File: config.mk
export PLATFORM = sky130hd
export DESIGN_NAME = fp_mul_pipe
export DESIGN_NICKNAME = d
export VERILOG_FILES = /design/src/rtl/fp_mul_pkg.sv /design/src/rtl/fp_mul_round.sv /design/src/rtl/fp_mul_pipe.sv
export SDC_FILE = /design/constraint.sdc
export NUM_CORES = 2
export LEC_CHECK = 0
export CAP_MARGIN = 20
export CORE_MARGIN = 4
export CORE_UTILIZATION = 69
export DETAILED_ROUTE_END_ITERATION = 10
export DONT_BUFFER_PORTS = 1
export PLACE_DENSITY = 0.85
export SYNTH_ARGS = -nofsm -noshare
export SYNTH_HDL_FRONTEND = slang
export SYNTH_SLANG_ARGS = --single-unit
File: constraint.sdc
create_clock -name clk -period 8.93 [get_ports clk]
set_input_delay 0.893 -clock clk [delete_from_list [all_inputs] [get_ports clk]]
set_output_delay 0.893 -clock clk [all_outputs]
set_load 0.1 [all_outputs]
File: src/rtl/fp_mul_pkg.sv
// Shared types and constant helpers for the pipelined floating-point multiplier.
// Constant helpers return a 64-bit image; callers size-cast to their word width.
package fp_mul_pkg;

   typedef enum logic [2:0] {
      RmRne = 3'd0,
      RmRtz = 3'd1,
      RmRdn = 3'd2,
      RmRup = 3'd3,
      RmRmm = 3'd4
   } rmode_e;

   typedef enum logic [1:0] {
      ClsZero,
      ClsNorm,
      ClsInf,
      ClsNan
   } fp_class_e;

   localparam int unsigned MaxW = 64;

   // Quiet NaN: sign 0, exponent all ones, fraction MSB set.
   function automatic logic [MaxW-1:0] canon_nan(input int unsigned exp_w,
                                                 input int unsigned frc_w);
      return (((64'd1 << exp_w) - 64'd1) << frc_w) | (64'd1 << (frc_w - 1));
   endfunction

   // Largest finite magnitude: exponent all-ones minus one, fraction all ones.
   function automatic logic [MaxW-1:0] max_finite(input int unsigned exp_w,
                                                  input int unsigned frc_w);
      return (((64'd1 << exp_w) - 64'd2) << frc_w) | ((64'd1 << frc_w) - 64'd1);
   endfunction

endpackage

File: src/rtl/fp_mul_round.sv
// Final multiplier stage: rounding increment, carry, overflow/underflow selection and
// result packing. Purely combinational.
module fp_mul_round
   import fp_mul_pkg::*;
#(
   parameter int unsigned EXP_W = 8,
   parameter int unsigned FRC_W = 23,
   localparam int unsigned W = 1 + EXP_W + FRC_W
) (
   input  logic               sign,
   input  logic [EXP_W+1:0]   exp_b,
   input  logic [FRC_W-1:0]   frac,
   input  logic               g,
   input  logic               r,
   input  logic               s,
   input  logic [2:0]         r_mode,
   input  logic               special,
   input  logic [W-1:0]       special_z,
   input  logic               special_nv,
   output logic [W-1:0]       z,
   output logic               ovrf,
   output logic               udrf,
   output logic               nv
);

   localparam logic [EXP_W-1:0] ExpOnes = '1;
   localparam logic [W-1:0]     MaxFin  = W'(max_finite(EXP_W, FRC_W));

   logic             inc;
   logic             ovf_inf;
   logic             carry;
   logic [FRC_W:0]   mant_r;
   logic [EXP_W+1:0] exp_r;
   logic [FRC_W-1:0] frac_r;
   logic             under;
   logic             over;

   always_comb begin
      inc     = g & (r | s | frac[0]);
      ovf_inf = 1'b1;
      case (r_mode)
         RmRtz: begin
            inc     = 1'b0;
            ovf_inf = 1'b0;
         end
         RmRdn: begin
            inc     = sign & (g | r | s);
            ovf_inf = sign;
         end
         RmRup: begin
            inc     = !sign & (g | r | s);
            ovf_inf = !sign;
         end
         RmRmm:   inc = g;
         default: ;
      endcase
   end

   // Hidden bit wraps to zero exactly when the increment carries out of the mantissa.
   assign mant_r = {1'b1, frac} + {{FRC_W{1'b0}}, inc};
   assign carry  = !mant_r[FRC_W];
   assign frac_r = carry ? '0 : mant_r[FRC_W-1:0];
   assign exp_r  = exp_b + {{(EXP_W+1){1'b0}}, carry};

   assign under = exp_b[EXP_W+1] | (exp_b == '0);
   assign over  = exp_r >= {2'b00, ExpOnes};

   always_comb begin
      z    = {sign, exp_r[EXP_W-1:0], frac_r};
      ovrf = 1'b0;
      udrf = 1'b0;
      nv   = 1'b0;
      if (special) begin
         z  = special_z;
         nv = special_nv;
      end else if (under) begin
         z    = '0;
         z[W-1] = sign;
         udrf = 1'b1;
      end else if (over) begin
         ovrf = 1'b1;
         z    = ovf_inf ? {sign, ExpOnes, {FRC_W{1'b0}}} : {sign, MaxFin[W-2:0]};
      end
   end

endmodule

File: src/rtl/fp_mul_pipe.sv
// Three-stage pipelined floating-point multiplier with valid/ready flow control.
// S1 classifies and multiplies, S2 normalises, S3 (fp_mul_round) rounds into the output register.
module fp_mul_pipe
   import fp_mul_pkg::*;
#(
   parameter int unsigned EXP_W = 8,
   parameter int unsigned FRC_W = 23,
   localparam int unsigned W = 1 + EXP_W + FRC_W
) (
   input  logic         clk,
   input  logic         rst,
   input  logic         in_valid,
   output logic         in_ready,
   input  logic [W-1:0] fp_X,
   input  logic [W-1:0] fp_Y,
   input  logic [2:0]   r_mode,
   output logic         out_valid,
   input  logic         out_ready,
   output logic [W-1:0] fp_Z,
   output logic         ovrf,
   output logic         udrf,
   output logic         nv
);

   localparam int unsigned PW = 2 * FRC_W + 2;
   localparam int unsigned EW = EXP_W + 2;
   localparam logic [EW-1:0]    BiasE   = EW'((1 << (EXP_W - 1)) - 1);
   localparam logic [EXP_W-1:0] ExpOnes = '1;
   localparam logic [W-1:0]     NanZ    = W'(canon_nan(EXP_W, FRC_W));

   function automatic fp_class_e classify(input logic [EXP_W-1:0] e,
                                          input logic [FRC_W-1:0] f);
      if (e == '0) return ClsZero;
      if (e == ExpOnes) return (f == '0) ? ClsInf : ClsNan;
      return ClsNorm;
   endfunction

   logic advance;
   assign advance  = !out_valid | out_ready;
   assign in_ready = advance;

   // ---------------- S1: classify and multiply ----------------
   logic             sx, sy;
   logic [EXP_W-1:0] ex, ey;
   logic [FRC_W-1:0] fx, fy;
   fp_class_e        cx, cy;
   logic             sign1_d;
   logic [EW-1:0]    esum1_d;
   logic [PW-1:0]    prod1_d;
   logic             spc1_d;
   logic [W-1:0]     spz1_d;
   logic             spnv1_d;

   assign {sx, ex, fx} = fp_X;
   assign {sy, ey, fy} = fp_Y;
   assign cx = classify(ex, fx);
   assign cy = classify(ey, fy);

   always_comb begin
      sign1_d = sx ^ sy;
      esum1_d = {2'b00, ex} + {2'b00, ey} - BiasE;
      prod1_d = PW'({1'b1, fx}) * PW'({1'b1, fy});
      spc1_d  = 1'b1;
      spz1_d  = '0;
      spnv1_d = 1'b0;
      if (cx == ClsNan || cy == ClsNan) begin
         spz1_d  = NanZ;
         spnv1_d = (cx == ClsNan && !fx[FRC_W-1]) || (cy == ClsNan && !fy[FRC_W-1]);
      end else if ((cx == ClsZero && cy == ClsInf) || (cx == ClsInf && cy == ClsZero)) begin
         spz1_d  = NanZ;
         spnv1_d = 1'b1;
      end else if (cx == ClsInf || cy == ClsInf) begin
         spz1_d = {sign1_d, ExpOnes, {FRC_W{1'b0}}};
      end else if (cx == ClsZero || cy == ClsZero) begin
         spz1_d = {sign1_d, {(W-1){1'b0}}};
      end else begin
         spc1_d = 1'b0;
      end
   end

   logic          v1_q, sign1_q, spc1_q, spnv1_q;
   logic [EW-1:0] esum1_q;
   logic [PW-1:0] prod1_q;
   logic [2:0]    rm1_q;
   logic [W-1:0]  spz1_q;

   // ---------------- S2: normalise, exponent, sticky ----------------
   logic          msb;
   logic [PW-2:0] norm;
   assign msb  = prod1_q[PW-1];
   // Drop the hidden one: with msb set it sits at PW-1, otherwise at PW-2.
   assign norm = msb ? prod1_q[PW-2:0] : {prod1_q[PW-3:0], 1'b0};

   logic             v2_q, sign2_q, g2_q, r2_q, s2_q, spc2_q, spnv2_q;
   logic [EW-1:0]    exp2_q;
   logic [FRC_W-1:0] frac2_q;
   logic [2:0]       rm2_q;
   logic [W-1:0]     spz2_q;

   // ---------------- S3: round and pack ----------------
   logic [W-1:0] z3;
   logic         ovrf3, udrf3, nv3;

   fp_mul_round #(
      .EXP_W(EXP_W),
      .FRC_W(FRC_W)
   ) u_round (
      .sign      (sign2_q),
      .exp_b     (exp2_q),
      .frac      (frac2_q),
      .g         (g2_q),
      .r         (r2_q),
      .s         (s2_q),
      .r_mode    (rm2_q),
      .special   (spc2_q),
      .special_z (spz2_q),
      .special_nv(spnv2_q),
      .z         (z3),
      .ovrf      (ovrf3),
      .udrf      (udrf3),
      .nv        (nv3)
   );

   always_ff @(posedge clk or posedge rst) begin
      if (rst) begin
         v1_q      <= 1'b0;
         sign1_q   <= 1'b0;
         esum1_q   <= '0;
         prod1_q   <= '0;
         rm1_q     <= '0;
         spc1_q    <= 1'b0;
         spz1_q    <= '0;
         spnv1_q   <= 1'b0;
         v2_q      <= 1'b0;
         sign2_q   <= 1'b0;
         exp2_q    <= '0;
         frac2_q   <= '0;
         g2_q      <= 1'b0;
         r2_q      <= 1'b0;
         s2_q      <= 1'b0;
         rm2_q     <= '0;
         spc2_q    <= 1'b0;
         spz2_q    <= '0;
         spnv2_q   <= 1'b0;
         out_valid <= 1'b0;
         fp_Z      <= '0;
         ovrf      <= 1'b0;
         udrf      <= 1'b0;
         nv        <= 1'b0;
      end else if (advance) begin
         v1_q    <= in_valid;
         sign1_q <= sign1_d;
         esum1_q <= esum1_d;
         prod1_q <= prod1_d;
         rm1_q   <= r_mode;
         spc1_q  <= spc1_d;
         spz1_q  <= spz1_d;
         spnv1_q <= spnv1_d;

         v2_q    <= v1_q;
         sign2_q <= sign1_q;
         exp2_q  <= esum1_q + {{(EW-1){1'b0}}, msb};
         frac2_q <= norm[PW-2:FRC_W+1];
         g2_q    <= norm[FRC_W];
         r2_q    <= norm[FRC_W-1];
         s2_q    <= |norm[FRC_W-2:0];
         rm2_q   <= rm1_q;
         spc2_q  <= spc1_q;
         spz2_q  <= spz1_q;
         spnv2_q <= spnv1_q;

         out_valid <= v2_q;
         if (v2_q) begin
            fp_Z <= z3;
            ovrf <= ovrf3;
            udrf <= udrf3;
            nv   <= nv3;
         end
      end
   end

endmodule
======== After elaboration in Yosys (flattened, before gate mapping) ========
Cells that the tools add are included.
storage, ports and cells
  register bits after elaboration ......... 208
  input port bits ......................... 71
  output and inout port bits .............. 37
  word-level logic and storage cells ...... 114
operators by class
  add/sub/neg operators ................... 5
  multipliers ............................. 1
  magnitude comparators ................... 1
  eq/ne operators ......................... 10
  mux-type cells .......................... 40
  bitwise operators ....................... 10
  reductions and logical operators ........ 23
operators with widths
  cell                                                  number
  2-to-1 mux 32 bit                                     5
  2-to-1 mux 31 bit                                     2
  multiplier 24 x 24 -> 48 bit                          1
  2-to-1 mux 47 bit                                     1
  zero test 23 bit                                      2
  adder 24 x 1 -> 24 bit                                1
  2-to-1 mux 24 bit                                     1
  2-to-1 mux 23 bit                                     1
  OR reduction 22 bit                                   1
  adder 10 x 1 -> 10 bit                                2
  2-to-1 mux 1 bit                                      20
  == test 8 bit, second input constant                  2
  zero test 8 bit                                       2
  2-to-1 mux 2 bit                                      8
  >= comparator 10 x 8 -> 1 bit, second input constant  1
  zero test 10 bit                                      1
  subtractor 9 x 7 -> 10 bit, second input constant     1
  adder 8 x 8 -> 9 bit                                  1
  == test 2 bit, second input constant                  4
  == test 3 x 2 -> 1 bit, second input constant         2
  OR 1 bit                                              6
  zero test 1 bit                                       5
  logical OR 1 bit                                      5
  logical AND 1 bit                                     4
  8 further kinds                                       11

======== Longest topological paths before layout ========
  depth in word-level cells ............... 11
  depth in mapped cells ................... 27
  gate-level depth less buffers ........... 25

======== Cells and area by module ========
Synthesis repeated with hierarchy kept, for this count alone.
second synthesis, totals
  cells, all modules ...................... 3000
  area total of the unflattened synthesis .. 26778.2 µm²
by module, submodules not included
  module        instances  cells each  area each (µm²)  sequential area each (µm²)
  fp_mul_pipe   1          2801        25416.9          3753.6
  fp_mul_round  1          199         1361.3           0.0

======== Least setup slack after synthesis ========
No wires, ideal clock.
  path kind ............................... input -> register
  start point ............................. input fp_Y[3]
  end point ............................... register prod1_q[44]
  setup time .............................. 0.069 ns
  arrival time ............................ 7.153 ns
  required time ........................... 8.861 ns
  path slack .............................. 1.708 ns
  stages .................................. 26
  buffers on the path ..................... 1
  cells stage by stage .................... clkbuf_1 nand2_1 fa_1 inv_1 fa_1 inv_1 fa_1 inv_1 fa_1 inv_1 fa_1 inv_1 fa_1 inv_1 fa_1 inv_1 ha_1 nand4_2 nor2_2 nand3_2 a211oi_2 o21bai_2 a2111oi_4 a31oi_1 or4b_1 nand3_1
on the way
  word-level cells in the longest chain between the ends .. 1
RTL lines
  item                          RTL line            text
  from (decl)                   fp_mul_pipe.sv:15   input logic [W-1:0] fp_Y,
  multiplier 24 x 24 -> 48 bit  fp_mul_pipe.sv:62   prod1_d = PW'({1'b1, fx}) * PW'({1'b1, fy});
  to (signal assigned)          fp_mul_pipe.sv:154  prod1_q <= prod1_d;
  to (decl)                     fp_mul_pipe.sv:83   logic [PW-1:0] prod1_q;
No other way between the ends.
A chain may end at the register's enable or synchronous reset.

======== Worst setup path after layout ========
  start point ............................. input fp_Y[8]
  end point ............................... register prod1_q[44]
Same word-level chain as after synthesis.

==> impl_metrics.py <==
metrics = {
    "cells_and_area": {
        "n_antenna_cell": 0,
        "fin_nets": 3513,
        "num-fill-cells": 2603,
        "register_area_mm2": 0.003754,
        "final_layout_size_suffix_gt1_frac": 0.01980,
        "multiInputGateArea_mm2": 0.01931,
        "syn_to_final_growth_pct": 3.184,
    },
    "clock_tree": {
        "cts.sinks": 150,
        "cts.clk_slew.worst_paths_ns": 0.06,
        "clock_latency_ns": 0.44,
        "cts_buffers": 17,
        "cts.repair.resized": 0,
        "postCtsSetupRepairBufs": 0,
        "cts_tree": "built",
        "htreeDepth": 4,
        "clk_path_buf_depth": 2,
        "holdBufCountCts": 0,
        "clockRootBuffer": "clkbuf_16",
    },
    "yosys": {
        "syn_area_per_cell_um2": 8.967,
        "synth_edf_count": 0,
        "ys_seq_elements": 150,
        "synth_flop_cell": "dfrtp_1",
        "synth.most_common_cell": "inv_1",
        "synth_top_area_cell": "fa_1",
        "syn-num-nets": 3623,
        "synth-async-reset-ratio": 1.000,
        "synth_top_area_share": 0.3751,
        "synth_commonest_cells": "582 x inv_1, 483 x fa_1, 443 x nand2_1, 243 x and2_1, 194 x ha_1",
        "ys_types": 66,
        "synth_area_leaders": "fa_1 38%, dfrtp_1 15%, ha_1 9.4%",
        "synthesis.instances": 2875,
        "ys_warn_count": 0,
        "ys_seq_area_frac": 0.1456,
        "synth_area_mm2": 0.02578,
    },
    "sta": {
        "fin_crit_sh": 0.8211,
        "maxSlewHeadroom": 0.3582,
        "rsz0062_at_grt": "false",
        "setup_violations": 0,
        "hold_violations": 0,
        "slew_violations": 0,
        "skew_ns": 0.006557,
        "worst-slew-pin-transition_ns": 0.9626,
        "post-route-min-period_ns": 7.332,
        "tns_ns": 0,
        "timing.fmax_mhz": 136.4,
    },
    "hold_path": {
        "hold_path.class": "input port to async pin",
    },
    "outcome": {
        "status": "finished, final reports clean",
    },
    "drt": {
        "post_drt_via_cell_ratio": 5.956,
        "num_vias": 19330,
        "drt-total-wl_mm": 66.93,
        "wire_per_inst_um": 20.62,
        "drtPass1Iterations": 8,
        "drc": 0,
        "drtIter0Drc": 1747,
        "ant_nets": 0,
    },
    "floorplan": {
        "die_area_mm2": 0.04052,
        "core-area_mm2": 0.03670,
        "ios": 108,
        "die_w_um": 201.3,
        "die_h_um": 201.3,
        "initial_utilization": 0.7025,
        "num_rows": 70,
    },
    "placement": {
        "place_congestion": 0.9770,
        "io_buffers": 0,
        "dp_hpwl_mm": 51.96,
    },
    "critical_path": {
        "path_buf_inv": 7,
        "crit_path_top_delay_cell": "fa_1",
        "cp-start-kind": "input port",
        "crit_family": "adder cells",
        "crit_fanout": 17,
        "crit_type": "input port to flip-flop",
        "cp.arrival_ns": 7.70,
        "worstPathRequired_ns": 9.30,
        "end_kind": "flip-flop",
        "path_common_cell": "fa_1",
        "max_stage_delay_ns": 0.55,
    },
    "grt": {
        "grt_pass1_vias": 21160,
        "grt_first_pass_wirelength_mm": 110.1,
        "antenna_found_initial": 0,
        "grt-ovfl-total": 0,
        "grt_max_degree": 133,
        "grt_use_total": 0.3411,
    },
    "run": {
        "maxCapViolCount": 0,
    },
}
-- worst reg2reg max path: stages (launching register included) --
cell and delay [ns]:
dfrtp_1 0.38, nor2b_1 0.19, xnor2_1 0.14, nor2_1 0.12, a21oi_1 0.33, ha_1 0.29, nand4_1 0.16, nor3_1 0.58
and3_1 0.52, ha_1 0.29, ha_1 0.21, and3_1 0.20, and3_1 0.19, and3_1 0.20, nand3_1 0.10, o31ai_2 0.14
o21a_1 0.68, nor2_2 0.13, nor2_1 0.12, buf_4 0.25, a22o_1 0.18
-- cell families after synthesis --
logic type / count (synthesis) / synth area share
and+or+nand+nor: 923 / 0.1703
buffers and inverters: 722 / 0.1056
adders and majority gates: 677 / 0.4692
AOI/OAI and AO/OA: 292 / 0.07023
DFF: 150 / 0.1456
xor gates and xnor gates: 83 / 0.02820
muxes: 28 / 0.01087
-- per-layer routing --
layer | share of wire | vias to the layer above | wire length (um) | global-route usage
li1 | - | 8518 | - | -
met1 | 0.37 | 9500 | 24960 | 0.4364
met2 | 0.46 | 1068 | 31000 | 0.5509
met3 | 0.12 | 247 | 7817 | 0.1002
met4 | 0.047 | 0 | 3155 | 0.1418
met5 | 0 | - | 0 | 0
-- layout by cell type (no fill, tap or decap), drive strengths merged, types with 5 or more instances in the layout --
| cell | synthesis | layout |
|---|---|---|
| a211o | 6 | 6 |
| a211oi | 10 | 10 |
| a21o | 16 | 16 |
| a21oi | 88 | 88 |
| a22o | 23 | 23 |
| a31oi | 9 | 9 |
| and2 | 243 | 243 |
| and3 | 13 | 13 |
| buf | 14 | 7 |
| bufinv | 0 | 5 |
| clkbuf | 122 | 19 |
| clkinv | 4 | 7 |
| dfrtp | 150 | 150 |
| fa | 483 | 483 |
| ha | 194 | 194 |
| inv | 582 | 585 |
| mux2i | 28 | 28 |
| nand2 | 444 | 444 |
| nand2b | 5 | 5 |
| nand3 | 26 | 26 |
| nand4 | 19 | 19 |
| nor2 | 115 | 115 |
| nor2b | 5 | 5 |
| nor3 | 14 | 14 |
| nor4 | 23 | 23 |
| o21ai | 99 | 99 |
| o21bai | 10 | 10 |
| xnor2 | 42 | 42 |
| xor2 | 41 | 41 |
-- path summary, 6_finish.rpt --
kind,startpoint,to,slack [ns],cells past startpoint
min in group clk,prod1_q[3],prod1_q[3],0.47,2
worst max-delay path,fp_Y[8],prod1_q[44],1.60,25
worst min-delay path,rst,prod1_q[14],0.46,1
worst max register to register,rm2_q[1],fp_Z[5],3.47,20
max in group asynchronous,rst,frac2_q[19],7.18,2
worst min register to register,prod1_q[3],prod1_q[3],0.47,2
-- area by class of cell --
cell class | count | area share
Multi-Input combinational cell | 2003 | 0.7260
Tap cell | 468 | 0.02201
Clock buffer | 19 | 0.01703
Timing Repair Buffer | 7 | 0.002728
Sequential cell | 150 | 0.1411
Clock inverter | 13 | 0.008184
Inverter | 586 | 0.08297
-- sequential cells by signal, summed over array words and instances, names as in the netlist, 3 cells and up --
name,count
esum1_q,10
spz2_q,3
exp2_q,10
prod1_q,48
fp_Z,32
frac2_q,23
rm1_q,3
spz1_q,3
rm2_q,3
-- per-stage QoR --
step	setup slack (ns)	hold WS (ns)	util	cells	cell area, um^2
5_1_grt	1.329	0.4920	0.7249	3246	26600
3_3_place_gp	1.326	0.4443	0.7059	3213	25900
6_report	1.598	0.4601	0.7249	3246	26600
3_5_place_dp	1.216	0.4576	0.7059	3213	25900
4_1_cts	1.653	0.4713	0.7241	3245	26570
2_1_floorplan	1.708	0.4301	-	2875	25780
Power is left out: the tool's default activity adds up to more than one toggle a clock period on the data nets, which glitch-free logic cannot reach.
